### src/rtl/tile_lane_tracker_if.sv
// Signal bundle between the song sequencer / VGA renderer and tile_lane_tracker.
// The read port is a plain combinational lookup (no valid/ready): rd_valid/rd_y follow rd_lane/rd_idx in the same cycle.
interface tile_lane_tracker_if #(
  parameter int DEPTH = 4,
  parameter int Y_W   = 10
);
  localparam int PTR_W = $clog2(DEPTH);

  logic             frame_tick;
  logic [3:0]       spawn;
  logic [3:0]       kill;
  logic [3:0]       speed;
  logic             screen;
  logic [1:0]       rd_lane;
  logic [PTR_W-1:0] rd_idx;
  logic             rd_valid;
  logic [Y_W-1:0]   rd_y;
  logic [15:0]      score;
  logic [3:0]       misses;
  logic [3:0]       hit_pulse;
  logic             game_over;
  logic             overflow;

  modport master (
    output frame_tick, spawn, kill, speed, screen, rd_lane, rd_idx,
    input  rd_valid, rd_y, score, misses, hit_pulse, game_over, overflow
  );

  modport slave (
    input  frame_tick, spawn, kill, speed, screen, rd_lane, rd_idx,
    output rd_valid, rd_y, score, misses, hit_pulse, game_over, overflow
  );
endinterface

### src/rtl/tile_lane_tracker.sv
// Per-lane falling-tile tracker: spawns, advances, scores hits/misses, serves tile y to the renderer.
// Optional macro WRONG_PRESS_PENALTY_EN: a press that hits nothing costs one miss.
module tile_lane_tracker #(
  parameter int DEPTH    = 4,
  parameter int Y_W      = 10,
  parameter int SCREEN_H = 480,
  parameter int TILE_H   = 120,
  parameter int HIT_LO   = 360,
  parameter int MAX_MISS = 3
) (
  input logic                Clk,
  input logic                Reset,
  tile_lane_tracker_if.slave bus
);
  localparam int PTR_W = $clog2(DEPTH);
  localparam int CNT_W = PTR_W + 1;
  localparam logic [Y_W:0]   L_SCREEN_H = (Y_W+1)'(SCREEN_H);
  localparam logic [Y_W:0]   L_TILE_H   = (Y_W+1)'(TILE_H);
  localparam logic [Y_W:0]   L_HIT_LO   = (Y_W+1)'(HIT_LO);
  localparam logic [3:0]     L_MAX_MISS = 4'(MAX_MISS);
  localparam logic [CNT_W-1:0] L_FULL   = CNT_W'(DEPTH);

  logic [Y_W-1:0]   r_buf   [4][DEPTH];
  logic [PTR_W-1:0] r_head  [4];
  logic [CNT_W-1:0] r_count [4];
  logic [3:0]       r_spawn_prev, r_kill_prev, r_hit_pulse;
  logic [15:0]      r_score;
  logic [3:0]       r_misses;
  logic             r_game_over, r_overflow;

  logic             w_active;
  logic [3:0]       w_spawn_ev, w_kill_ev, w_hittable, w_hit, w_exit, w_pop;
  logic [3:0]       w_push, w_drop, w_wrong;
  logic [Y_W-1:0]   w_oldest_y [4];
  logic [2:0]       w_n_hit, w_n_miss;
  logic [16:0]      w_score_sum;
  logic [4:0]       w_miss_sum;
  logic [15:0]      w_score_nxt;
  logic [3:0]       w_misses_nxt;
  logic [CNT_W-1:0] w_rd_count;
  logic [PTR_W-1:0] w_rd_head;

  // Sum is formed one bit wider than y so the clamp sees the true value.
  function automatic logic [Y_W-1:0] advance(input logic [Y_W-1:0] y, input logic [3:0] spd);
    logic [Y_W:0] sum;
    sum = {1'b0, y} + (Y_W+1)'(spd);
    return (sum > L_SCREEN_H) ? L_SCREEN_H[Y_W-1:0] : sum[Y_W-1:0];
  endfunction

  always_comb begin
    w_active   = ~r_game_over;
    w_spawn_ev = bus.spawn & ~r_spawn_prev;
    w_kill_ev  = bus.kill & ~r_kill_prev;
    w_hittable = '0;
    w_hit      = '0;
    w_exit     = '0;
    w_pop      = '0;
    w_push     = '0;
    w_drop     = '0;
    w_wrong    = '0;
    w_n_hit    = '0;
    w_n_miss   = '0;
    for (int l = 0; l < 4; l++) begin
      w_oldest_y[l] = r_buf[l][r_head[l]];
      w_hittable[l] = (r_count[l] != '0) && (({1'b0, w_oldest_y[l]} + L_TILE_H) >= L_HIT_LO);
      w_hit[l]      = w_active & w_kill_ev[l] & w_hittable[l];
      w_exit[l]     = w_active & ~w_hit[l] & (r_count[l] != '0) &
                      ({1'b0, w_oldest_y[l]} == L_SCREEN_H);
      w_pop[l]      = w_hit[l] | w_exit[l];
`ifdef WRONG_PRESS_PENALTY_EN
      w_wrong[l]    = w_active & w_kill_ev[l] & ~w_hittable[l];
`endif
      // A pop in the same cycle frees the slot, so a full lane can still accept the spawn.
      w_push[l]     = w_active & w_spawn_ev[l] & ((r_count[l] != L_FULL) | w_pop[l]);
      w_drop[l]     = w_active & w_spawn_ev[l] & (r_count[l] == L_FULL) & ~w_pop[l];
      w_n_hit       = w_n_hit + 3'(w_hit[l]);
      w_n_miss      = w_n_miss + 3'(w_exit[l]) + 3'(w_wrong[l]);
    end
    w_score_sum  = {1'b0, r_score} + 17'(w_n_hit);
    w_score_nxt  = w_score_sum[16] ? 16'hFFFF : w_score_sum[15:0];
    w_miss_sum   = {1'b0, r_misses} + 5'(w_n_miss);
    w_misses_nxt = w_miss_sum[4] ? 4'hF : w_miss_sum[3:0];
  end

  always_ff @(posedge Clk or negedge Reset) begin
    if (!Reset) begin
      for (int l = 0; l < 4; l++) begin
        r_head[l]  <= '0;
        r_count[l] <= '0;
        for (int i = 0; i < DEPTH; i++) r_buf[l][i] <= '0;
      end
      r_spawn_prev <= '0;
      r_kill_prev  <= '0;
      r_hit_pulse  <= '0;
      r_score      <= '0;
      r_misses     <= '0;
      r_game_over  <= 1'b0;
      r_overflow   <= 1'b0;
    end else if (bus.screen) begin
      for (int l = 0; l < 4; l++) begin
        r_head[l]  <= '0;
        r_count[l] <= '0;
        for (int i = 0; i < DEPTH; i++) r_buf[l][i] <= '0;
      end
      r_spawn_prev <= '0;
      r_kill_prev  <= '0;
      r_hit_pulse  <= '0;
      r_score      <= '0;
      r_misses     <= '0;
      r_game_over  <= 1'b0;
      r_overflow   <= 1'b0;
    end else begin
      r_spawn_prev <= bus.spawn;
      r_kill_prev  <= bus.kill;
      r_hit_pulse  <= w_hit;
      if (w_active) begin
        r_score  <= w_score_nxt;
        r_misses <= w_misses_nxt;
        if (w_misses_nxt >= L_MAX_MISS) r_game_over <= 1'b1;
        if (|w_drop) r_overflow <= 1'b1;
      end
      for (int l = 0; l < 4; l++) begin
        if (w_active && bus.frame_tick) begin
          for (int i = 0; i < DEPTH; i++) r_buf[l][i] <= advance(r_buf[l][i], bus.speed);
        end
        // New tile lands at the tail; this write overrides the tick above for that slot.
        if (w_push[l]) r_buf[l][r_head[l] + r_count[l][PTR_W-1:0]] <= '0;
        r_head[l]  <= r_head[l] + PTR_W'(w_pop[l]);
        r_count[l] <= r_count[l] + CNT_W'(w_push[l]) - CNT_W'(w_pop[l]);
      end
    end
  end

  assign w_rd_count    = r_count[bus.rd_lane];
  assign w_rd_head     = r_head[bus.rd_lane];
  assign bus.rd_valid  = ({1'b0, bus.rd_idx} < w_rd_count);
  assign bus.rd_y      = bus.rd_valid ? r_buf[bus.rd_lane][w_rd_head + bus.rd_idx] : '0;
  assign bus.score     = r_score;
  assign bus.misses    = r_misses;
  assign bus.hit_pulse = r_hit_pulse;
  assign bus.game_over = r_game_over;
  assign bus.overflow  = r_overflow;
endmodule

### src/flat_wrapper.sv
// flat-port wrapper written by rule: the top's interface ports become plain ports
module tile_lane_tracker_flat 
#(
  parameter int DEPTH    = 4,
  parameter int Y_W      = 10,
  parameter int SCREEN_H = 480,
  parameter int TILE_H   = 120,
  parameter int HIT_LO   = 360,
  parameter int MAX_MISS = 3
)
  (Clk, Reset, bus_frame_tick, bus_spawn, bus_kill, bus_speed, bus_screen, bus_rd_lane, bus_rd_idx, bus_rd_valid, bus_rd_y, bus_score, bus_misses, bus_hit_pulse, bus_game_over, bus_overflow);
  tile_lane_tracker_if #(.DEPTH(DEPTH), .Y_W(Y_W)) bus_i ();
  input logic Clk;
  input logic Reset;
  input wire logic [$bits(bus_i.frame_tick)-1:0] bus_frame_tick;
  input wire logic [$bits(bus_i.spawn)-1:0] bus_spawn;
  input wire logic [$bits(bus_i.kill)-1:0] bus_kill;
  input wire logic [$bits(bus_i.speed)-1:0] bus_speed;
  input wire logic [$bits(bus_i.screen)-1:0] bus_screen;
  input wire logic [$bits(bus_i.rd_lane)-1:0] bus_rd_lane;
  input wire logic [$bits(bus_i.rd_idx)-1:0] bus_rd_idx;
  output wire logic [$bits(bus_i.rd_valid)-1:0] bus_rd_valid;
  output wire logic [$bits(bus_i.rd_y)-1:0] bus_rd_y;
  output wire logic [$bits(bus_i.score)-1:0] bus_score;
  output wire logic [$bits(bus_i.misses)-1:0] bus_misses;
  output wire logic [$bits(bus_i.hit_pulse)-1:0] bus_hit_pulse;
  output wire logic [$bits(bus_i.game_over)-1:0] bus_game_over;
  output wire logic [$bits(bus_i.overflow)-1:0] bus_overflow;
  assign bus_i.frame_tick = bus_frame_tick;
  assign bus_i.spawn = bus_spawn;
  assign bus_i.kill = bus_kill;
  assign bus_i.speed = bus_speed;
  assign bus_i.screen = bus_screen;
  assign bus_i.rd_lane = bus_rd_lane;
  assign bus_i.rd_idx = bus_rd_idx;
  assign bus_rd_valid = bus_i.rd_valid;
  assign bus_rd_y = bus_i.rd_y;
  assign bus_score = bus_i.score;
  assign bus_misses = bus_i.misses;
  assign bus_hit_pulse = bus_i.hit_pulse;
  assign bus_game_over = bus_i.game_over;
  assign bus_overflow = bus_i.overflow;
  tile_lane_tracker #(.DEPTH(DEPTH), .Y_W(Y_W), .SCREEN_H(SCREEN_H), .TILE_H(TILE_H), .HIT_LO(HIT_LO), .MAX_MISS(MAX_MISS)) u_core (.Clk(Clk), .Reset(Reset), .bus(bus_i));
endmodule
### config.mk
export PLATFORM = sky130hd
export DESIGN_NAME = tile_lane_tracker_flat
export DESIGN_NICKNAME = d
export VERILOG_FILES = /design/src/rtl/tile_lane_tracker_if.sv /design/src/rtl/tile_lane_tracker.sv /design/src/flat_wrapper.sv
export SDC_FILE = /design/constraint.sdc
export NUM_CORES = 1
export LEC_CHECK = 0
export BUFFER_PORTS_ARGS = -buffer_cell sky130_fd_sc_hd__buf_2
export CORE_UTILIZATION = 60
export DETAILED_ROUTE_END_ITERATION = 10
export PLACE_DENSITY = 0.77
export SYNTH_ARGS = -nofsm -noshare
export SYNTH_HDL_FRONTEND = slang
export SYNTH_SLANG_ARGS = --single-unit
### constraint.sdc
create_clock -name Clk -period 6.7 [get_ports Clk]
set_input_delay 1.34 -clock Clk [delete_from_list [all_inputs] [get_ports Clk]]
set_output_delay 1.34 -clock Clk [all_outputs]
set_load 0.01 [all_outputs]
==> metrics.md, run 1 <==
| Metric | Value |
|---|---|
| Status | `finished clean` |
| Die Area | `30600 µm²` |
| WL/cell | `24.7 µm` |
| Post-CTS Hold Buffers | `0` |
| Hold Slack | `0.556 ns` |
| Vias | `16500` |
| Area grow syn2layout | `7.91%` |
| Synth Flop Type | `dfrtp_1` |
| CTS root buf | `clkbuf_16` |
| GR peak layer | `met2` |
| Async S/R FF share, synth | `1.00` |
| Clk_lat worst skew | `0.55 ns` |
| Post-synthesis cell count | `1946` |
| Post-detailed-route count of antenna-violating nets | `0` |
| Clk sink count | `214` |
| Unrepaired setup endpoints after global routing | `no` |
| CTS H-tree depth | `1` |
| Setup violators final | `0` |
| Reg area | `5360 µm²` |
| Multi-input logic area | `11900 µm²` |
| IO buf count | `56` |
| Initial antenna violation count | `0` |
| Post_cts resized | `0` |
| Final instance area | `19300 µm²` |
| First-pass GRT wire length | `90.2 mm` |
| Largest net degree at the start of global routing | `123` |
| LEAKAGE | `8.42 nW` |
| Met2 usage in global routing | `0.583` |
| Die height | `175 µm` |
| CTS Buf Count | `26` |
| Final worst path period share | `0.820` |
| DRC violations left | `0` |
| Drt total wl | `58.0 mm` |
| Drt first pass iters | `7` |
| Critical Path Start Type | `register` |
| Placed cell areas | `18500 µm²` |
| CP Class | `register to register` |
| Worst hold-check path type | `register to register` |
| Critical Path End Type | `register` |
| I/O Pins | `57` |
| GR Util All Layers | `0.384` |
| DRT iter0 DRCs | `2112` |
| CTS tree | `built` |
| Pwr/cell area | `200 nW/µm²` |
| Syn Nets | `2090` |
| GP Congestion | `1.05` |
| GRT met1 Usage | `0.495` |
| Fin nets | `2086` |
| Netlist cell types | `95` |
| Final hold violation count | `0` |
| Clock Path Buffers | `3` |
| Synth Register Bits | `214` |
| Standard-cell row count | `62` |
| Drt via density | `7.03` |
| Synth warn | `0` |
| Register area share after synthesis | `0.299` |
| Min Tclk post-route | `5.50 ns` |
| FMAX | `0.182 GHz` |
| EDFF count, synth | `0` |
| TNS Setup | `0 ns` |
| # fillers | `2316` |
| Max-slew violations | `0` |
| Met3 global-route usage | `0.0894` |
| Critical Path RT | `7.09 ns` |
| Synthesized area | `17900 µm²` |
| Starting Density | `0.618` |
| Clk slew on worst S/H paths | `0.06 ns` |
| Post-CTS setup buffers | `0` |
| Chip width | `175 µm` |
| Maxcap violations | `0` |
| Post-DP HPWL | `42.1 mm` |
| Worst-margin pin slew | `1.10 ns` |
| Max FO, Critical Path | `21` |
| Slew headroom | `0.253` |
| Core ar. | `29000 µm²` |
| Layout cells sized above 1 | `0.135` |
| Critical Path AT | `5.89 ns` |
| Layout Skew | `0.0108 ns` |
| GRT overflow | `0` |
| Mean Syn Cell Area | `9.21 µm²` |
| Vias in the first global route | `15800` |
| Peak VDD IR | `0.168 mV` |
## path summary, 6_finish.rpt
path                                           from              endpoint  slack, ns  cells past startpoint
worst max register to register     u_core.r_head[0]  u_core.bus.score[15]       1.20                     18
worst min-delay path            u_core.bus.score[2]   u_core.bus.score[2]       0.56                      2
worst min register to register  u_core.bus.score[2]   u_core.bus.score[2]       0.56                      2
min in group asynchronous                     Reset     u_core.r_buf[145]       0.76                      1
worst max-delay path               u_core.r_head[0]  u_core.bus.score[15]       1.20                     18
max in group asynchronous                     Reset      u_core.r_buf[16]       4.79                      2
## synthesized netlist by cell type (8+ instances only)
cell type	count	share of area
nor4_1	16	0.0056
nand2b_1	8	0.0028
and4_1	8	0.0039
a221oi_1	13	0.0063
nand2_1	146	0.031
nand4_1	22	0.0077
a32oi_1	15	0.0073
a22oi_1	30	0.013
inv_1	77	0.016
clkbuf_1	82	0.017
xnor2_1	63	0.031
ha_1	100	0.070
o211ai_1	10	0.0042
o22ai_1	17	0.0059
mux4_2	88	0.11
nor2b_1	34	0.012
or2_2	12	0.0042
fa_1	24	0.027
nor3b_1	13	0.0054
buf_1	8	0.0017
or3_1	18	0.0063
a21o_1	48	0.020
xor2_1	31	0.015
o2111ai_1	8	0.0039
a21oi_1	96	0.027
nor3_1	91	0.025
o21a_1	14	0.0059
o21ai_0	68	0.019
nand3_1	54	0.015
dfrtp_1	214	0.30
o31a_1	8	0.0039
mux2i_1	17	0.0095
a31oi_1	21	0.0073
and3_1	39	0.014
a21boi_0	19	0.0080
and2_1	29	0.010
nor2_1	220	0.046
a211oi_1	13	0.0054
buf_2	16	0.0045
## cells by family after synthesis
| logic type | synth area share |
|---|---|
| compound gates | 0.178 |
| xor+xnor | 0.0459 |
| fa+ha+maj | 0.0966 |
| buf+inv | 0.0403 |
| flops | 0.299 |
| mux | 0.125 |
| simple gates | 0.215 |
## layer usage
metal / routed length (µm) / part of all wire
met2: 25300 / 0.44
met1: 21300 / 0.37
met4: 4290 / 0.074
met3: 7070 / 0.12
met5: 0 / 0
## area by class of cell
cell class	instances	area share
multi-input cells	1547	0.614
flip-flops and latches	214	0.277
clock buffers	40	0.0416
well taps	384	0.0248
repair buffers	76	0.0242
inverters	77	0.0149
clock inverters	8	0.00369
diodes	3	0.000388
## power breakdown
| group | switching (mW) | internal [mW] | total (mW) |
|---|---|---|---|
| logic | 0.508 | 0.368 | 0.877 |
| clock network | 0.590 | 0.861 | 1.45 |
| registers | 0.179 | 1.36 | 1.54 |
## state kept, by name, indices dropped and copies added, names as in the netlist
register / flops
u_core.r_buf: 160
u_core.bus.score: 16
u_core.r_count: 12
u_core.r_head: 8
u_core.bus.hit_pulse: 4
u_core.bus.misses: 4
u_core.r_kill_prev: 4
u_core.r_spawn_prev: 4
u_core.bus.game_over: 1
u_core.bus.overflow: 1
## layout by cell type, fill, tap and decap left out, types with 63 or more instances in the layout
| master | instances |
|---|---|
| inv_1 | 77 |
| nor2_1 | 218 |
| mux4_2 | 88 |
| nor3_1 | 91 |
| xnor2_1 | 63 |
| dfrtp_1 | 214 |
| a21oi_1 | 96 |
| o21ai_0 | 68 |
| ha_1 | 100 |
| nand2_1 | 146 |
## per-stage QoR
step	setup slack, ns	std cells	power (mW)	util
6_report	1.20	2349	3.87	0.667
4_1_cts	1.25	2346	3.85	0.667
3_3_place_gp	1.39	2298	2.37	0.636
3_5_place_dp	1.28	2298	2.40	0.636
5_1_grt	0.884	2346	4.02	0.667
2_1_floorplan	0.643	1946	2.11	-
## critical path: stages, from the launching register on
cell and delay, ns:
dfrtp_1 0.87, mux4_2 0.60, inv_1 0.11, ha_1 0.35, nand2_1 0.09, o32a_1 0.30
mux2_2 0.29, o221ai_4 0.39, fa_1 0.26, inv_1 0.05, ha_1 0.31, ha_1 0.29
a21o_1 0.10, a21oi_1 0.08, or3_1 0.41, or2_2 0.37, nor2_1 0.16, and4_1 0.22
nor3_1 0.05
(Power assumes the default switching activity.)
==> run 2, diff against run 1 <==
- CORE_UTILIZATION: 60 -> 58
- PLACE_DENSITY: 0.77 -> 0.78
- clock period: 6.7 -> 4.4 ns (I/O delays scaled with it)
==> metrics.md, run 2 (same netlist as run 1, synthesis figures left out) <==
| Metric | Value |
|---|---|
| Critical Path Start Type | `register` |
| Critical Path RT | `4.77 ns (-2.32 ns)` |
| Reg2Reg Depth | `18 (unchanged)` |
| Slew headroom | `0.235 (-0.0178)` |
| FMAX | `0.221 GHz (+21%)` |
| Unrepaired setup endpoints after global routing | `yes` |
| Pwr/cell area | `289 nW/µm² (+44%)` |
| WL/cell | `25.0 µm (+1.1%)` |
| Drt total wl | `64.4 mm (+11%)` |
| Non-filler cells, final | `2580 (+9.8%)` |
| Most common cell after layout, fill and taps aside | `buf_4` |
| Most frequent cells in the layout | `230 x buf_4, 212 x nor2_1, 211 x dfrtp_1` |
| Max reg flops | `160 (unchanged)` |
| Clock Path Buffers | `3 (unchanged)` |
| Drt via density | `6.90 (-2.0%)` |
| Die height | `178 µm (+1.7%)` |
| Worst-margin pin slew | `1.14 ns (+0.0396 ns)` |
| DRT iter0 DRCs | `1898 (-10%)` |
| Max-slew violations | `0 (unchanged)` |
| Post-layout utilization of the core | `0.704 (+0.0371)` |
| Placed insts | `2519 (+9.6%)` |
| Post-route setup slack | `-0.126 ns (-1.33 ns)` |
| Status | `finished, violations left` |
| Setup violators final | `7 (+7)` |
| Core ar. | `30500 µm² (+5.2%)` |
| GP Congestion | `1.02 (-3.0%)` |
| Clk slew on worst S/H paths | `0.06 ns (about the same)` |
| Post-detailed-route count of antenna-violating nets | `0 (unchanged)` |
| Largest net degree at the start of global routing | `123 (unchanged)` |
| I/O Pins | `57 (unchanged)` |
| DRC violations left | `0 (unchanged)` |
| LEAKAGE | `9.69 nW (+15%)` |
| Clk_lat worst skew | `0.55 ns (about the same)` |
| Chip width | `178 µm (+1.7%)` |
| Final instance area | `21500 µm² (+11%)` |
| Layout cells sized above 1 | `0.250 (+0.116)` |
| Final worst path period share | `1.03 (+0.208)` |
| Min Tclk post-route | `4.53 ns (-0.971 ns)` |
| Standard-cell row count | `64 (+3.2%)` |
| Starting Density | `0.588 (-0.0303)` |
| IO buf count | `56 (unchanged)` |
| CTS tree | `built` |
| Failing checks | `setup timing` |
| Max FO, Critical Path | `6 (-71%)` |
| Placed cell areas | `20200 µm² (+9.3%)` |
| CTS Buf Count | `27 (+3.8%)` |
| CTS root buf | `clkbuf_16` |
| Clk sink count | `214 (unchanged)` |
| Peak VDD IR | `0.317 mV (+88%)` |
| Drt first pass iters | `6 (-1)` |
| Top reg by flops | `u_core.r_buf` |
| Maxcap violations | `0 (unchanged)` |
| Critical Path End Type | `register` |
| Initial antenna violation count | `6 (+6)` |
| Vias | `17800 (+7.7%)` |
| Critical Path AT | `4.90 ns (-0.99 ns)` |
| Worst hold-check path type | `primary input to asynchronous set/reset pin` |
| First-pass GRT wire length | `97.9 mm (+8.6%)` |
| GRT overflow | `0 (unchanged)` |
| Area grow syn2layout | `19.8%` |
| GR Util All Layers | `0.413 (+0.0293)` |
| Post-CTS Hold Buffers | `0 (unchanged)` |
| Final hold violation count | `0 (unchanged)` |
| TNS Setup | `-0.555 ns (-0.555 ns)` |
| CP Class | `register to register` |
| Die Area | `31600 µm² (+3.4%)` |
| Vias in the first global route | `17100 (+8.3%)` |
| Layout Skew | `0.0107 ns (-0.0000754 ns)` |
| Post-DP HPWL | `47.7 mm (+13%)` |
| Power Total | `6.21 mW (+60%)` |
| CTS H-tree depth | `1 (unchanged)` |
| Fin nets | `2310 (+11%)` |
## run 2: stage by stage
| stage | setup slack (ns) | hold WS (ns) |
|---|---|---|
| 2_1_floorplan | -0.226 | 0.517 |
| 3_3_place_gp | -0.197 | 0.560 |
| 3_5_place_dp | -0.312 | 0.569 |
| 4_1_cts | -0.0364 | 0.507 |
| 5_1_grt | -0.264 | 0.516 |
| 6_report | -0.126 | 0.429 |
## run 2: power breakdown
| group | total (mW) | leakage, nW | switching (mW) | internal (mW) |
|---|---|---|---|---|
| combinational | 1.69 | 6.33 | 0.992 | 0.694 |
| sequential | 2.22 | 2.93 | 0.138 | 2.08 |
| clock | 2.30 | 0.434 | 0.922 | 1.38 |
## run 2: cell type report
class / count / area (µm²)
multi-input combinational: 1548 / 12200
tap: 396 / 495
inverter: 77 / 289
clock buffer: 31 / 711
sequential: 214 / 5360
fill: 2263 / 9030
clock inverter: 14 / 181
timing repair buffer: 298 / 2200
antenna: 2 / 5.00
## run 2: path summary, 6_finish.rpt
| check | from | to | slack, ns |
|---|---|---|---|
| max reg2reg | u_core.r_head[6] | u_core.bus.score[5] | -0.13 |
| max | u_core.r_head[6] | u_core.bus.score[5] | -0.13 |
| max in group asynchronous | Reset | u_core.r_buf[11] | 2.97 |
| min reg2reg | u_core.bus.score[2] | u_core.bus.score[2] | 0.58 |
| min in group Clk | bus_kill[1] | u_core.r_kill_prev[1] | 0.57 |
| min | Reset | u_core.r_buf[71] | 0.43 |
## run 2: timing repair
action,4_1_cts,5_1_grt
cloned,0,1
setup buffers,4,9
resized for setup,18,52
setup endpoints to repair,21,31
pin swaps,11,24
## run 2: layer usage
metal / track usage / vias up / part of all wire
li1: - / 7703 / -
met1: 0.507 / 8718 / 0.36
met2: 0.662 / 1072 / 0.46
met3: 0.0949 / 297 / 0.12
met4: 0.255 / 6 / 0.072
met5: 0 / - / 0.00070
## run 2: critical path, stage by stage (launching register included)
cell      delay (ns)
dfrtp_2         0.44
mux4_2          0.54
inv_2           0.10
ha_4            0.15
mux2_2          0.34
a211o_1         0.28
a21oi_4         0.24
ha_4            0.16
inv_2           0.03
fa_2            0.34
inv_2           0.07
ha_4            0.20
ha_4            0.26
a21o_1          0.11
a21oi_2         0.06
or3_4           0.39
or2_4           0.29
a21oi_1         0.22
a221oi_1        0.12
